--- src/rtl/jtag_pkg.sv ---
// Shared JTAG definitions: TAP state encoding, DR selector and opcode helpers.
`timescale 1ns/1ps
package jtag_pkg;

  typedef enum logic [3:0] {
    TestLogicReset = 4'h0,
    RunTestIdle    = 4'h1,
    SelectDRScan   = 4'h2,
    CaptureDR      = 4'h3,
    ShiftDR        = 4'h4,
    Exit1DR        = 4'h5,
    PauseDR        = 4'h6,
    Exit2DR        = 4'h7,
    UpdateDR       = 4'h8,
    SelectIRScan   = 4'h9,
    CaptureIR      = 4'hA,
    ShiftIR        = 4'hB,
    Exit1IR        = 4'hC,
    PauseIR        = 4'hD,
    Exit2IR        = 4'hE,
    UpdateIR       = 4'hF
  } tap_state_t;

  typedef enum logic [1:0] {
    DR_BYPASS,
    DR_IDCODE,
    DR_USER
  } dr_sel_t;

  localparam int unsigned IDCODE_WIDTH = 32;

  // All-ones opcode of the given IR width.
  function automatic logic [31:0] op_bypass(input int unsigned ir_width);
    return (ir_width >= 32) ? '1 : ((32'd1 << ir_width) - 32'd1);
  endfunction

  function automatic logic [31:0] op_idcode(input int unsigned ir_width);
    return 32'd1 & op_bypass(ir_width);
  endfunction

  function automatic logic [31:0] op_user(input int unsigned ir_width, input int unsigned k);
    return (32'd2 + 32'(k)) & op_bypass(ir_width);
  endfunction

endpackage

--- src/rtl/jtag_tap_fsm.sv ---
// IEEE 1149.1 TAP state machine: state register and tms-driven next state.
`timescale 1ns/1ps
module jtag_tap_fsm
  import jtag_pkg::*;
(
  input  logic       tck,
  input  logic       trst,
  input  logic       tms,
  output tap_state_t state
);

  tap_state_t state_nxt;

  // State register, asynchronously forced to TestLogicReset by trst.
  always_ff @(posedge tck or negedge trst) begin
    if (!trst) state <= TestLogicReset;
    else       state <= state_nxt;
  end

  // Standard TAP transitions selected by tms.
  always_comb begin
    state_nxt = state;
    unique case (state)
      TestLogicReset: state_nxt = tms ? TestLogicReset : RunTestIdle;
      RunTestIdle:    state_nxt = tms ? SelectDRScan   : RunTestIdle;
      SelectDRScan:   state_nxt = tms ? SelectIRScan   : CaptureDR;
      CaptureDR:      state_nxt = tms ? Exit1DR        : ShiftDR;
      ShiftDR:        state_nxt = tms ? Exit1DR        : ShiftDR;
      Exit1DR:        state_nxt = tms ? UpdateDR       : PauseDR;
      PauseDR:        state_nxt = tms ? Exit2DR        : PauseDR;
      Exit2DR:        state_nxt = tms ? UpdateDR       : ShiftDR;
      UpdateDR:       state_nxt = tms ? SelectDRScan   : RunTestIdle;
      SelectIRScan:   state_nxt = tms ? TestLogicReset : CaptureIR;
      CaptureIR:      state_nxt = tms ? Exit1IR        : ShiftIR;
      ShiftIR:        state_nxt = tms ? Exit1IR        : ShiftIR;
      Exit1IR:        state_nxt = tms ? UpdateIR       : PauseIR;
      PauseIR:        state_nxt = tms ? Exit2IR        : PauseIR;
      Exit2IR:        state_nxt = tms ? UpdateIR       : ShiftIR;
      UpdateIR:       state_nxt = tms ? SelectDRScan   : RunTestIdle;
    endcase
  end

endmodule

--- src/rtl/jtag_tap_param.sv ---
// Parametrised TAP: IR, BYPASS, IDCODE and NUM_USER user data registers.
`timescale 1ns/1ps
module jtag_tap_param
  import jtag_pkg::*;
#(
  parameter int unsigned IR_WIDTH      = 4,
  parameter logic [31:0] IDCODE_VAL    = 32'h1000_0001,
  parameter int unsigned NUM_USER      = 2,
  parameter int unsigned USER_DR_WIDTH = 8
) (
  input  logic                              tck,
  input  logic                              trst,
  input  logic                              tms,
  input  logic                              tdi,
  output logic                              tdo,
  output logic                              tdo_en,
  output logic [3:0]                        state,
  output logic [IR_WIDTH-1:0]               ir,
  input  logic [NUM_USER*USER_DR_WIDTH-1:0] user_capture,
  output logic [NUM_USER*USER_DR_WIDTH-1:0] user_update,
  output logic [NUM_USER-1:0]               user_update_stb
);

  localparam logic [IR_WIDTH-1:0] OP_BYPASS = IR_WIDTH'(op_bypass(IR_WIDTH));
  localparam logic [IR_WIDTH-1:0] OP_IDCODE = IR_WIDTH'(op_idcode(IR_WIDTH));

  tap_state_t                st;
  logic [IR_WIDTH-1:0]       ir_sr;
  logic                      bypass_sr;
  logic [IDCODE_WIDTH-1:0]   idcode_sr;
  logic [USER_DR_WIDTH-1:0]  user_sr      [NUM_USER];
  logic [USER_DR_WIDTH-1:0]  user_shifted [NUM_USER];
  dr_sel_t                   dr_sel;
  logic [NUM_USER-1:0]       user_hit;
  logic                      dr_lsb;

  jtag_tap_fsm u_fsm (
    .tck   (tck),
    .trst  (trst),
    .tms   (tms),
    .state (st)
  );

  assign state = st;

  // Decode the latched instruction; all-ones and unknown opcodes fall to BYPASS.
  always_comb begin
    dr_sel   = DR_BYPASS;
    user_hit = '0;
    if (ir == OP_IDCODE) begin
      dr_sel = DR_IDCODE;
    end else if (ir != OP_BYPASS) begin
      for (int unsigned k = 0; k < NUM_USER; k++) begin
        if (ir == IR_WIDTH'(op_user(IR_WIDTH, k))) begin
          dr_sel      = DR_USER;
          user_hit[k] = 1'b1;
        end
      end
    end
  end

  // Instruction shift register: capture 01, shift right with tdi at the MSB.
  always_ff @(posedge tck or negedge trst) begin
    if (!trst)                ir_sr <= '0;
    else if (st == CaptureIR) ir_sr <= IR_WIDTH'(2'b01);
    else if (st == ShiftIR)   ir_sr <= {tdi, ir_sr[IR_WIDTH-1:1]};
  end

  // Latched instruction, back to IDCODE whenever the TAP sits in TestLogicReset.
  always_ff @(posedge tck or negedge trst) begin
    if (!trst)                     ir <= OP_IDCODE;
    else if (st == TestLogicReset) ir <= OP_IDCODE;
    else if (st == UpdateIR)       ir <= ir_sr;
  end

  // Single-bit bypass register.
  always_ff @(posedge tck or negedge trst) begin
    if (!trst) bypass_sr <= 1'b0;
    else if (dr_sel == DR_BYPASS) begin
      if (st == CaptureDR)    bypass_sr <= 1'b0;
      else if (st == ShiftDR) bypass_sr <= tdi;
    end
  end

  // IDCODE register.
  always_ff @(posedge tck or negedge trst) begin
    if (!trst) idcode_sr <= '0;
    else if (dr_sel == DR_IDCODE) begin
      if (st == CaptureDR)    idcode_sr <= IDCODE_VAL;
      else if (st == ShiftDR) idcode_sr <= {tdi, idcode_sr[IDCODE_WIDTH-1:1]};
    end
  end

  // Right-shifted user register images; written so a 1-bit register also works.
  always_comb begin
    for (int unsigned k = 0; k < NUM_USER; k++) begin
      user_shifted[k]                  = user_sr[k] >> 1;
      user_shifted[k][USER_DR_WIDTH-1] = tdi;
    end
  end

  // User shift registers: capture from the core, shift when selected.
  always_ff @(posedge tck or negedge trst) begin
    if (!trst) begin
      for (int unsigned k = 0; k < NUM_USER; k++) user_sr[k] <= '0;
    end else begin
      for (int unsigned k = 0; k < NUM_USER; k++) begin
        if (user_hit[k]) begin
          if (st == CaptureDR)
            user_sr[k] <= user_capture[k*USER_DR_WIDTH +: USER_DR_WIDTH];
          else if (st == ShiftDR)
            user_sr[k] <= user_shifted[k];
        end
      end
    end
  end

  // Update latches and one-cycle strobe for the selected user register.
  always_ff @(posedge tck or negedge trst) begin
    if (!trst) begin
      user_update     <= '0;
      user_update_stb <= '0;
    end else begin
      user_update_stb <= '0;
      for (int unsigned k = 0; k < NUM_USER; k++) begin
        if (st == UpdateDR && user_hit[k]) begin
          user_update[k*USER_DR_WIDTH +: USER_DR_WIDTH] <= user_sr[k];
          user_update_stb[k]                            <= 1'b1;
        end
      end
    end
  end

  // LSB of the active data register.
  always_comb begin
    dr_lsb = bypass_sr;
    if (dr_sel == DR_IDCODE) dr_lsb = idcode_sr[0];
    for (int unsigned k = 0; k < NUM_USER; k++) begin
      if (user_hit[k]) dr_lsb = user_sr[k][0];
    end
  end

  // tdo/tdo_en change on the falling edge, driven only in the Shift states.
  always_ff @(negedge tck or negedge trst) begin
    if (!trst) begin
      tdo    <= 1'b0;
      tdo_en <= 1'b0;
    end else if (st == ShiftIR) begin
      tdo    <= ir_sr[0];
      tdo_en <= 1'b1;
    end else if (st == ShiftDR) begin
      tdo    <= dr_lsb;
      tdo_en <= 1'b1;
    end else begin
      tdo    <= 1'b0;
      tdo_en <= 1'b0;
    end
  end

endmodule

--- config.mk ---
export PLATFORM = sky130hd
export DESIGN_NAME = jtag_tap_param
export DESIGN_NICKNAME = d
export VERILOG_FILES = /design/src/rtl/jtag_pkg.sv /design/src/rtl/jtag_tap_fsm.sv /design/src/rtl/jtag_tap_param.sv
export SDC_FILE = /design/constraint.sdc
export NUM_CORES = 1
export LEC_CHECK = 0
export ABC_AREA = 1
export BUFFER_PORTS_ARGS = -buffer_cell sky130_fd_sc_hd__buf_2
export CAP_MARGIN = 15
export CORE_ASPECT_RATIO = 0.7
export CORE_MARGIN = 2
export CORE_UTILIZATION = 40
export CTS_BUF_LIST = sky130_fd_sc_hd__clkbuf_16
export DETAILED_ROUTE_END_ITERATION = 12
export PLACE_DENSITY = 0.6
export SLEW_MARGIN = 10
export SYNTH_ARGS = -nofsm -noshare
export SYNTH_HDL_FRONTEND = slang
export SYNTH_SLANG_ARGS = --single-unit
--- constraint.sdc ---
create_clock -name tck -period 1.7 [get_ports tck]
set_input_delay 0.51 -clock tck [delete_from_list [all_inputs] [get_ports tck]]
set_output_delay 0.51 -clock tck [all_outputs]
set_load 0.01 [all_outputs]
==> results_dict.tcl, run 1 <==
set metrics [dict create \
    synth_seq_cells 81 \
    synthTopCellsByCount "nand2_1, dfrtp_1, inv_1, o21ai_2, o21ai_0" \
    arrival_ps 1700 \
    slowest_stage "dfrtn_1" \
    placementRows 29 \
    comb_power_share_pct 39.7 \
    die_area_um2 10200 \
    drt_pre_antenna_iters 4 \
    drt_iter0_drc 175 \
    num_vias 2998 \
    min_path_cells 3 \
    clock_skew_ps 8.06 \
    r2r.worst_path.cells 7 \
    synth.net_count 438 \
    io_pins 48 \
    ys.flop_type "dfrtp_1" \
    critPathTopFamily "flip-flops" \
    cap_violations 0 \
    violations "setup timing" \
    track_usage_pct 16.4 \
    dp_hpwl_um 5300 \
    yosysMostFrequentCell "nand2_1" \
    core_area_um2 9110 \
    cp-end-kind "output port" \
    ys_async_sr_fraction_pct 100 \
    path_cells "buf_2" \
    slew_violations 0 \
    clock_sinks 81 \
    cts_root_buf "clkbuf_16" \
    globalplace.congestion 0.891 \
    synthTopCellsByArea "dfrtp_1, nand2_1, o21ai_2" \
    timing.slew.headroom_pct 70.2 \
    crit_buf_inv 1 \
    wl_per_cell_um 13.0 \
    tightest_slew_ps 445 \
    fin_ws_ps -507 \
    fin_cells 638 \
    synth_top_area_share_pct 51.7 \
    h-tree-depth 3 \
    wl_um 8320 \
    syn-cell-area_um2 3770 \
    antenna_found_initial 0 \
    cts.path.max_buffers 2 \
    ys_seq_area_share_pct 53.8 \
    p_clk_share_pct 25.3 \
    outcome "finished, violations left" \
    rsz0062_at_grt "true" \
    switchingPower_w 0.00249 \
    path_max_fanout 1 \
    ys_warn_count 0 \
    r2r_start "ir[0]$_DFFE_PN1P_" \
    cp.required_ps 1190 \
    grt_start_max_net_pins 67 \
    die_y_um 85.3 \
    powerDensity_nw_per_um2 1390 \
    yosys.area.top_type "dfrtp_1" \
    num_antenna_cells 0 \
    clkLatencyLatePin_ps 330 \
    cts_tree "yes" \
    critPathKind "flop to output port" \
    cts_buffers 9 \
    p_int_w 0.00434 \
    grt_pass1_wl_um 13200 \
    synth-edff-count 0 \
    finalSetupTns_ps -1330 \
    fin_nets 529 \
    synth_cells 418 \
    path_clk_slew_ps 60 \
    p_seq_share_pct 35.0 \
    vias_per_cell 4.70 \
    switching_share_pct 36.5 \
    avgSynthCellArea_um2 9.02 \
    setup_violations 4 \
    hold_viol_final 0 \
    overflow 0 \
    min_from "tdi" \
    start_util_pct 41.4 \
    die_x_um 120 \
    dp.cells 608 \
    start_kind "flop" \
    drive_above_1_share_pct 38.1 \
    yosysUniqueCellTypes 29 \
    grt_pass1_vias 2866 \
    fin_util_pct 53.9 \
    peakVddDrop_mv 0.825 \
    syn2layout_area_growth_pct 30.0 \
    max_stage_delay_ps 390 \
    drtAntennaViolNets 0 \
    place.port_buffers 47 \
    path_depth 1 \
    startpoint "tdo_en$_DFF_NN0_" \
    p_leak_nw 2.48 \
    drc 0 \
    hold_class "input port to flop" \
]
[worst min-delay path: stages]
cell     delay [ps]
buf_2           100
nand2_1          50
o21ai_0          80
[routing by layer]
metal / global-route usage (%) / wire length, um / vias up / part of all wire [%]
li1: - / - / 1526 / -
met1: 21.6 / 4020 / 1403 / 48
met2: 26.0 / 3790 / 62 / 46
met3: 4.97 / 413 / 7 / 5.0
met4: 5.67 / 89 / 0 / 1.1
met5: 0 / 0 / - / 0
[registers in the layout (all words and copies together), names as in the netlist]
| name | cells |
|---|---|
| bypass_sr | 1 |
| idcode_sr | 32 |
| ir | 4 |
| ir_sr | 4 |
| tdo | 1 |
| tdo_en | 1 |
| u_fsm.state | 4 |
| user_shifted | 14 |
| user_sr | 2 |
| user_update | 16 |
| user_update_stb | 2 |
[path summary, 6_finish.rpt]
kind | to | slack (ps)
max | tdo_en | -510
min | ir_sr[3]$_DFFE_PN0N_ | 440
max reg2reg | tdo$_DFF_NN0_ | -320
min reg2reg | user_update[12]$_DFFE_PN0P_ | 480
max in group asynchronous | tdo$_DFF_NN0_ | 260
min in group asynchronous | u_fsm.state[1]$_DFF_PN0_ | 540
[placed cells by master (no fill, tap or decap), types with 2 or more instances in the layout]
master	count
a21oi_1	2
buf_12	2
buf_2	46
buf_4	37
buf_6	6
clkbuf_16	12
dfrtn_1	2
dfrtp_1	74
dfrtp_2	4
inv_1	35
inv_2	3
inv_4	4
nand2_1	117
nand2_2	23
nand2_4	5
nand3_1	10
nand3_2	3
nor2_1	14
nor2_4	7
nor2_8	2
o21ai_0	31
o21ai_1	23
o21ai_2	34
o22ai_1	2
[kinds of logic (layout without fill, tap and decap cells)]
logic type      Yosys count  in the layout  synth area share [%]
compound gates           96             96                  16.5
flops                    81             81                  53.8
simple gates            186            186                  22.5
buf+inv                  55            151                  7.33
[power by group through the flow]
stage                     Sequential [W]  Clock, W  Combinational [W]
after global routing             0.00242   0.00186            0.00297
after CTS                        0.00238   0.00180            0.00212
final                            0.00239   0.00173            0.00271
after global placement           0.00239         0            0.00209
after floorplan                  0.00243         0            0.00150
after detailed placement         0.00241         0            0.00209
[through the flow]
| step | setup slack (ps) | cell area, um^2 | power (W) | hold WS [ps] |
|---|---|---|---|---|
| after floorplan | -362 | 3810 | 0.00393 | 214 |
| after global placement | -280 | 4380 | 0.00448 | 351 |
| after detailed placement | -319 | 4380 | 0.00450 | 350 |
| after CTS | -523 | 4680 | 0.00630 | 441 |
| after global routing | -540 | 4900 | 0.00725 | 435 |
| final | -507 | 4900 | 0.00683 | 443 |
[final cells by class]
class	instances	area [um^2]
multi-input cells	282	1570
repair buffers	96	728
clock inverters	7	40.0
flip-flops and latches	81	2030
inverters	39	156
clock buffers	9	225
fillers	832	4200
well taps	124	155
[timing repair]
item	in CTS	in global routing
setup endpoints to repair	4	36
gates cloned	0	6
pin swaps	4	8
hold endpoints to repair	2	0
gates resized for setup	5	17
hold buffers	1	0
setup buffers	1	8
Note: power is estimated with default switching activity, not from simulation.
==> run 2, diff against run 1 <==
--- a/config.mk
+++ b/config.mk
@@ -14,6 +14,7 @@
 export CTS_BUF_LIST = sky130_fd_sc_hd__clkbuf_16
 export DETAILED_ROUTE_END_ITERATION = 12
 export PLACE_DENSITY = 0.6
+export REMOVE_ABC_BUFFERS = 1
 export SLEW_MARGIN = 10
 export SYNTH_ARGS = -nofsm -noshare
 export SYNTH_HDL_FRONTEND = slang
==> results_dict.tcl, run 2 (synthesis results as in run 1) <==
set metrics [dict create \
    powerDensity_nw_per_um2 1400 \
    drtAntennaViolNets 0 \
    vias_per_cell 4.71 \
    wl_um 8340 \
    hold_class "input port to flop" \
    clkLatencyLatePin_ps 340 \
    die_y_um 85.3 \
    hold_viol_final 0 \
    tightest_slew_ps 396 \
    r2r.worst_path.cells 8 \
    max_stage_delay_ps 390 \
    grt_start_max_net_pins 58 \
    wl_per_cell_um 13.0 \
    fin_util_pct 54.7 \
    seqCellArea_um2 2030 \
    arrival_ps 1700 \
    reg2reg_slack_ps -320 \
    die_area_um2 10200 \
    track_usage_pct 16.4 \
    globalplace.congestion 0.903 \
    largest_register_ff_count 32 \
    min_from "tdi" \
    num_vias 3036 \
    critPathKind "flop to output port" \
    final_common_cell "nand2_1" \
    holdPathEnd "ir_sr[3]$_DFFE_PN0N_" \
    path_max_fanout 1 \
    cp.required_ps 1190 \
    path_cells "buf_2" \
    grt_pass1_wl_um 13200 \
    drc 0 \
    outcome "finished, violations left" \
    p_leak_nw 2.55 \
    cp-end-kind "output port" \
    largest_register "idcode_sr" \
    num_antenna_cells 0 \
    fin_ws_ps -511 \
    cts_tree "yes" \
    clock_skew_ps 11.8 \
    h-tree-depth 3 \
    crit_buf_inv 1 \
    peakVddDrop_mv 0.981 \
    start_util_pct 41.4 \
    cts.path.max_buffers 2 \
    dp_hpwl_um 5240 \
    overflow 0 \
    start_kind "flop" \
    drt_iter0_drc 213 \
    timing.slew.headroom_pct 73.5 \
    slowest_stage "dfrtn_1" \
    syn2layout_area_growth_pct 32.1 \
    layout_common_cells "nand2_1, dfrtp_1, buf_2" \
    violations "setup timing" \
    fin_nets 535 \
    cap_violations 0 \
    fin_cells 644 \
    hold_slack_ps 429 \
    rsz0062_at_grt "true" \
    placementRows 29 \
    multi_input_area_um2 1590 \
    cts_buffers 9 \
    regToRegEndpoint "tdo$_DFF_NN0_" \
    antenna_found_initial 0 \
    drt_pre_antenna_iters 5 \
    cts_root_buf "clkbuf_16" \
    clock_sinks 81 \
    drive_above_1_share_pct 38.1 \
    dp.cells 609 \
    die_x_um 120 \
    core_area_um2 9110 \
    critPathTopFamily "flip-flops" \
    grt_pass1_vias 2833 \
    min_path_cells 3 \
    setup_violations 4 \
    r2r_start "ir[0]$_DFFE_PN1P_" \
    path_clk_slew_ps 60 \
    place.port_buffers 47 \
    filler_cell_count 833 \
    io_pins 48 \
    slew_violations 0 \
]
[run 2: metrics by stage]
step / worst slack (ps) / TNS, ps / power (W) / area, um^2
after detailed placement: -387 / -789 / 0.00448 / 4350
after global placement: -357 / -747 / 0.00446 / 4350
final: -511 / -1380 / 0.00698 / 4980
after floorplan: -538 / -17420 / 0.00367 / 3640
after global routing: -544 / -2510 / 0.00742 / 4980
after CTS: -533 / -1400 / 0.00633 / 4670
[run 2: cell type report]
type                    instances  share of cell area [%]
clock buffers                   9                    4.52
well taps                     124                    3.11
flip-flops and latches         81                    40.7
multi-input cells             282                    31.8
inverters                      39                    2.99
clock inverters                 7                   0.804
repair buffers                102                    16.0
[run 2: power breakdown]
group | leakage [nW] | internal [W] | switching, W
Sequential | 1.02 | 0.00220 | 0.000155
Clock | 0.133 | 0.000975 | 0.000758
Combinational | 1.40 | 0.00127 | 0.00161
[run 2: worst max-delay path by stage]
stage	start	to	cells past startpoint
global placement	ir[0]$_DFFE_PN1P_	tdo$_DFF_NN0_	8
floorplan	u_fsm.state[3]$_DFF_PN0_	idcode_sr[0]$_DFFE_PN0P_	6
finish	tdo$_DFF_NN0_	tdo	1
CTS	tdo$_DFF_NN0_	tdo	1
detailed placement	ir[0]$_DFFE_PN1P_	tdo$_DFF_NN0_	8
global route	tdo$_DFF_NN0_	tdo	1
[run 2: metal layers]
layer	part of all wire (%)	up-vias	GRT usage, %	wire [um]
met5	0	-	0	0
met4	1.2	0	6.63	99
met3	4.0	7	4.17	333
met2	46	61	25.4	3880
met1	48	1437	22.1	4030
li1	-	1531	-	-
[run 2: repair_timing]
action,CTS,global route
resized for setup,8,30
setup endpoints to repair,4,62
pin swaps,4,11
setup buffers,4,9
hold buffers,1,0
gates cloned,0,6
hold endpoints to repair,3,0
==> run 3, diff against run 2 <==
--- a/config.mk
+++ b/config.mk
@@ -13,6 +13,7 @@
 export CORE_UTILIZATION = 40
 export CTS_BUF_LIST = sky130_fd_sc_hd__clkbuf_16
 export DETAILED_ROUTE_END_ITERATION = 12
+export MAX_ROUTING_LAYER = met4
 export PLACE_DENSITY = 0.6
 export REMOVE_ABC_BUFFERS = 1
 export SLEW_MARGIN = 10
==> results_dict.tcl, run 3 (synthesis results as in run 1) <==
set metrics [dict create \
    hold_viol_final 0 \
    outcome "finished, violations left" \
    largest_register "idcode_sr" \
    max_stage_delay_ps 400 \
    grt_pass1_vias 2835 \
    dp_hpwl_um 5240 \
    start_kind "flop" \
    globalplace.congestion 0.918 \
    r2r_start "ir[0]$_DFFE_PN1P_" \
    io_pins 48 \
    die_area_um2 10200 \
    clkLatencyLatePin_ps 340 \
    startpoint "tdo$_DFF_NN0_" \
    antenna_found_initial 0 \
    largest_register_ff_count 32 \
    rsz0062_at_grt "true" \
    h-tree-depth 3 \
    powerDensity_nw_per_um2 1400 \
    slew_violations 0 \
    dp_slack_ps -387 \
    cp.required_ps 1190 \
    grt_pass1_wl_um 13200 \
    path_cells "buf_2" \
    drtAntennaViolNets 0 \
    cts.path.max_buffers 2 \
    placementRows 29 \
    place.port_buffers 47 \
    drive_above_1_share_pct 38.1 \
    drc 0 \
    die_x_um 120 \
    cts_tree "yes" \
    placed_cell_area_um2 4350 \
    p_leak_nw 2.55 \
    num_antenna_cells 0 \
    drt_pre_antenna_iters 4 \
    violations "setup timing" \
    wl_um 8330 \
    min_from "tdi" \
    timing.slew.headroom_pct 73.2 \
    cp-end-kind "output port" \
    postLayoutCellArea_um2 4980 \
    path_clk_slew_ps 60 \
    wl_per_cell_um 12.9 \
    peakVddDrop_mv 0.728 \
    fin_nets 535 \
    crit_buf_inv 1 \
    syn2layout_area_growth_pct 32.0 \
    num_vias 3013 \
    cap_violations 0 \
    slowest_stage "dfrtn_1" \
    setup_violations 4 \
    grt_start_max_net_pins 58 \
    die_y_um 85.3 \
    cts_buffers 9 \
    vias_per_cell 4.68 \
    drt_iter0_drc 203 \
    tightest_slew_ps 400 \
    overflow 0 \
    track_usage_pct 16.9 \
    clock_skew_ps 12.8 \
    final_common_cell "nand2_1" \
    hold_class "input port to flop" \
    cts_root_buf "clkbuf_16" \
    start_util_pct 41.4 \
    path_max_fanout 1 \
    fin_ws_ps -522 \
    arrival_ps 1710 \
    clock_sinks 81 \
    critPathTopFamily "flip-flops" \
    critPathKind "flop to output port" \
    core_area_um2 9110 \
    layout_common_cells "nand2_1, dfrtp_1, buf_2" \
]
run 3: cell types whose count changed in the layout (fill, tap and decap cells not counted):
cell and change:
buf_4 +1, buf_6 -1
run 3: repair_timing:
| action | 4_1_cts | 5_1_grt |
|---|---|---|
| gates cloned | 0 | 6 |
| endpoints found under the hold margin | 3 | 0 |
| gates resized for setup | 8 | 29 |
| hold buffers | 1 | 0 |
| buffers inserted | 4 | 9 |
| setup endpoints to repair | 4 | 62 |
| pin swaps | 4 | 11 |
run 3: final timing paths:
path                                         endpoint  slack [ps]  depth (start not counted)
min in group asynchronous   idcode_sr[10]$_DFFE_PN0P_         550                          2
max in group asynchronous               tdo$_DFF_NN0_         240                          2
max reg2reg                             tdo$_DFF_NN0_        -320                          8
min                              ir_sr[3]$_DFFE_PN0N_         430                          3
min reg2reg                user_update[2]$_DFFE_PN0P_         480                          2
max                                               tdo        -520                          1
run 3: final cells by class:
cell class / count / area (um^2)
clock buffer: 9 / 225
clock inverter: 7 / 40.0
fill: 831 / 4130
inverter: 39 / 149
multi-input combinational: 282 / 1590
sequential: 81 / 2030
tap: 124 / 155
timing repair buffer: 102 / 793
run 3: where the power goes:
part	switching, W	leakage, nW	total [W]	internal, W
sequential	0.000156	1.02	0.00236	0.00220
combinational	0.00160	1.39	0.00287	0.00127
clock	0.000764	0.133	0.00174	0.000975
total	0.00252	2.55	0.00697	0.00445
run 3: stage by stage:
step / std cells / hold slack [ps] / util (%) / setup TNS [ps] / power [W]
floorplan: 402 / 214 / - / -17420 / 0.00367
global placement: 609 / 352 / 47.7 / -747 / 0.00446
detailed placement: 609 / 354 / 47.7 / -789 / 0.00448
CTS: 630 / 420 / 51.3 / -1400 / 0.00633
global route: 644 / 437 / 54.7 / -2520 / 0.00741
finish: 644 / 425 / 54.7 / -1390 / 0.00697
run 3: per-layer routing:
| metal | global-route usage (%) | share of wire (%) |
|---|---|---|
| met5 | - | 0 |
| met4 | 6.63 | 1.5 |
| met3 | 4.23 | 3.6 |
| met2 | 25.4 | 47 |
| met1 | 22.2 | 48 |
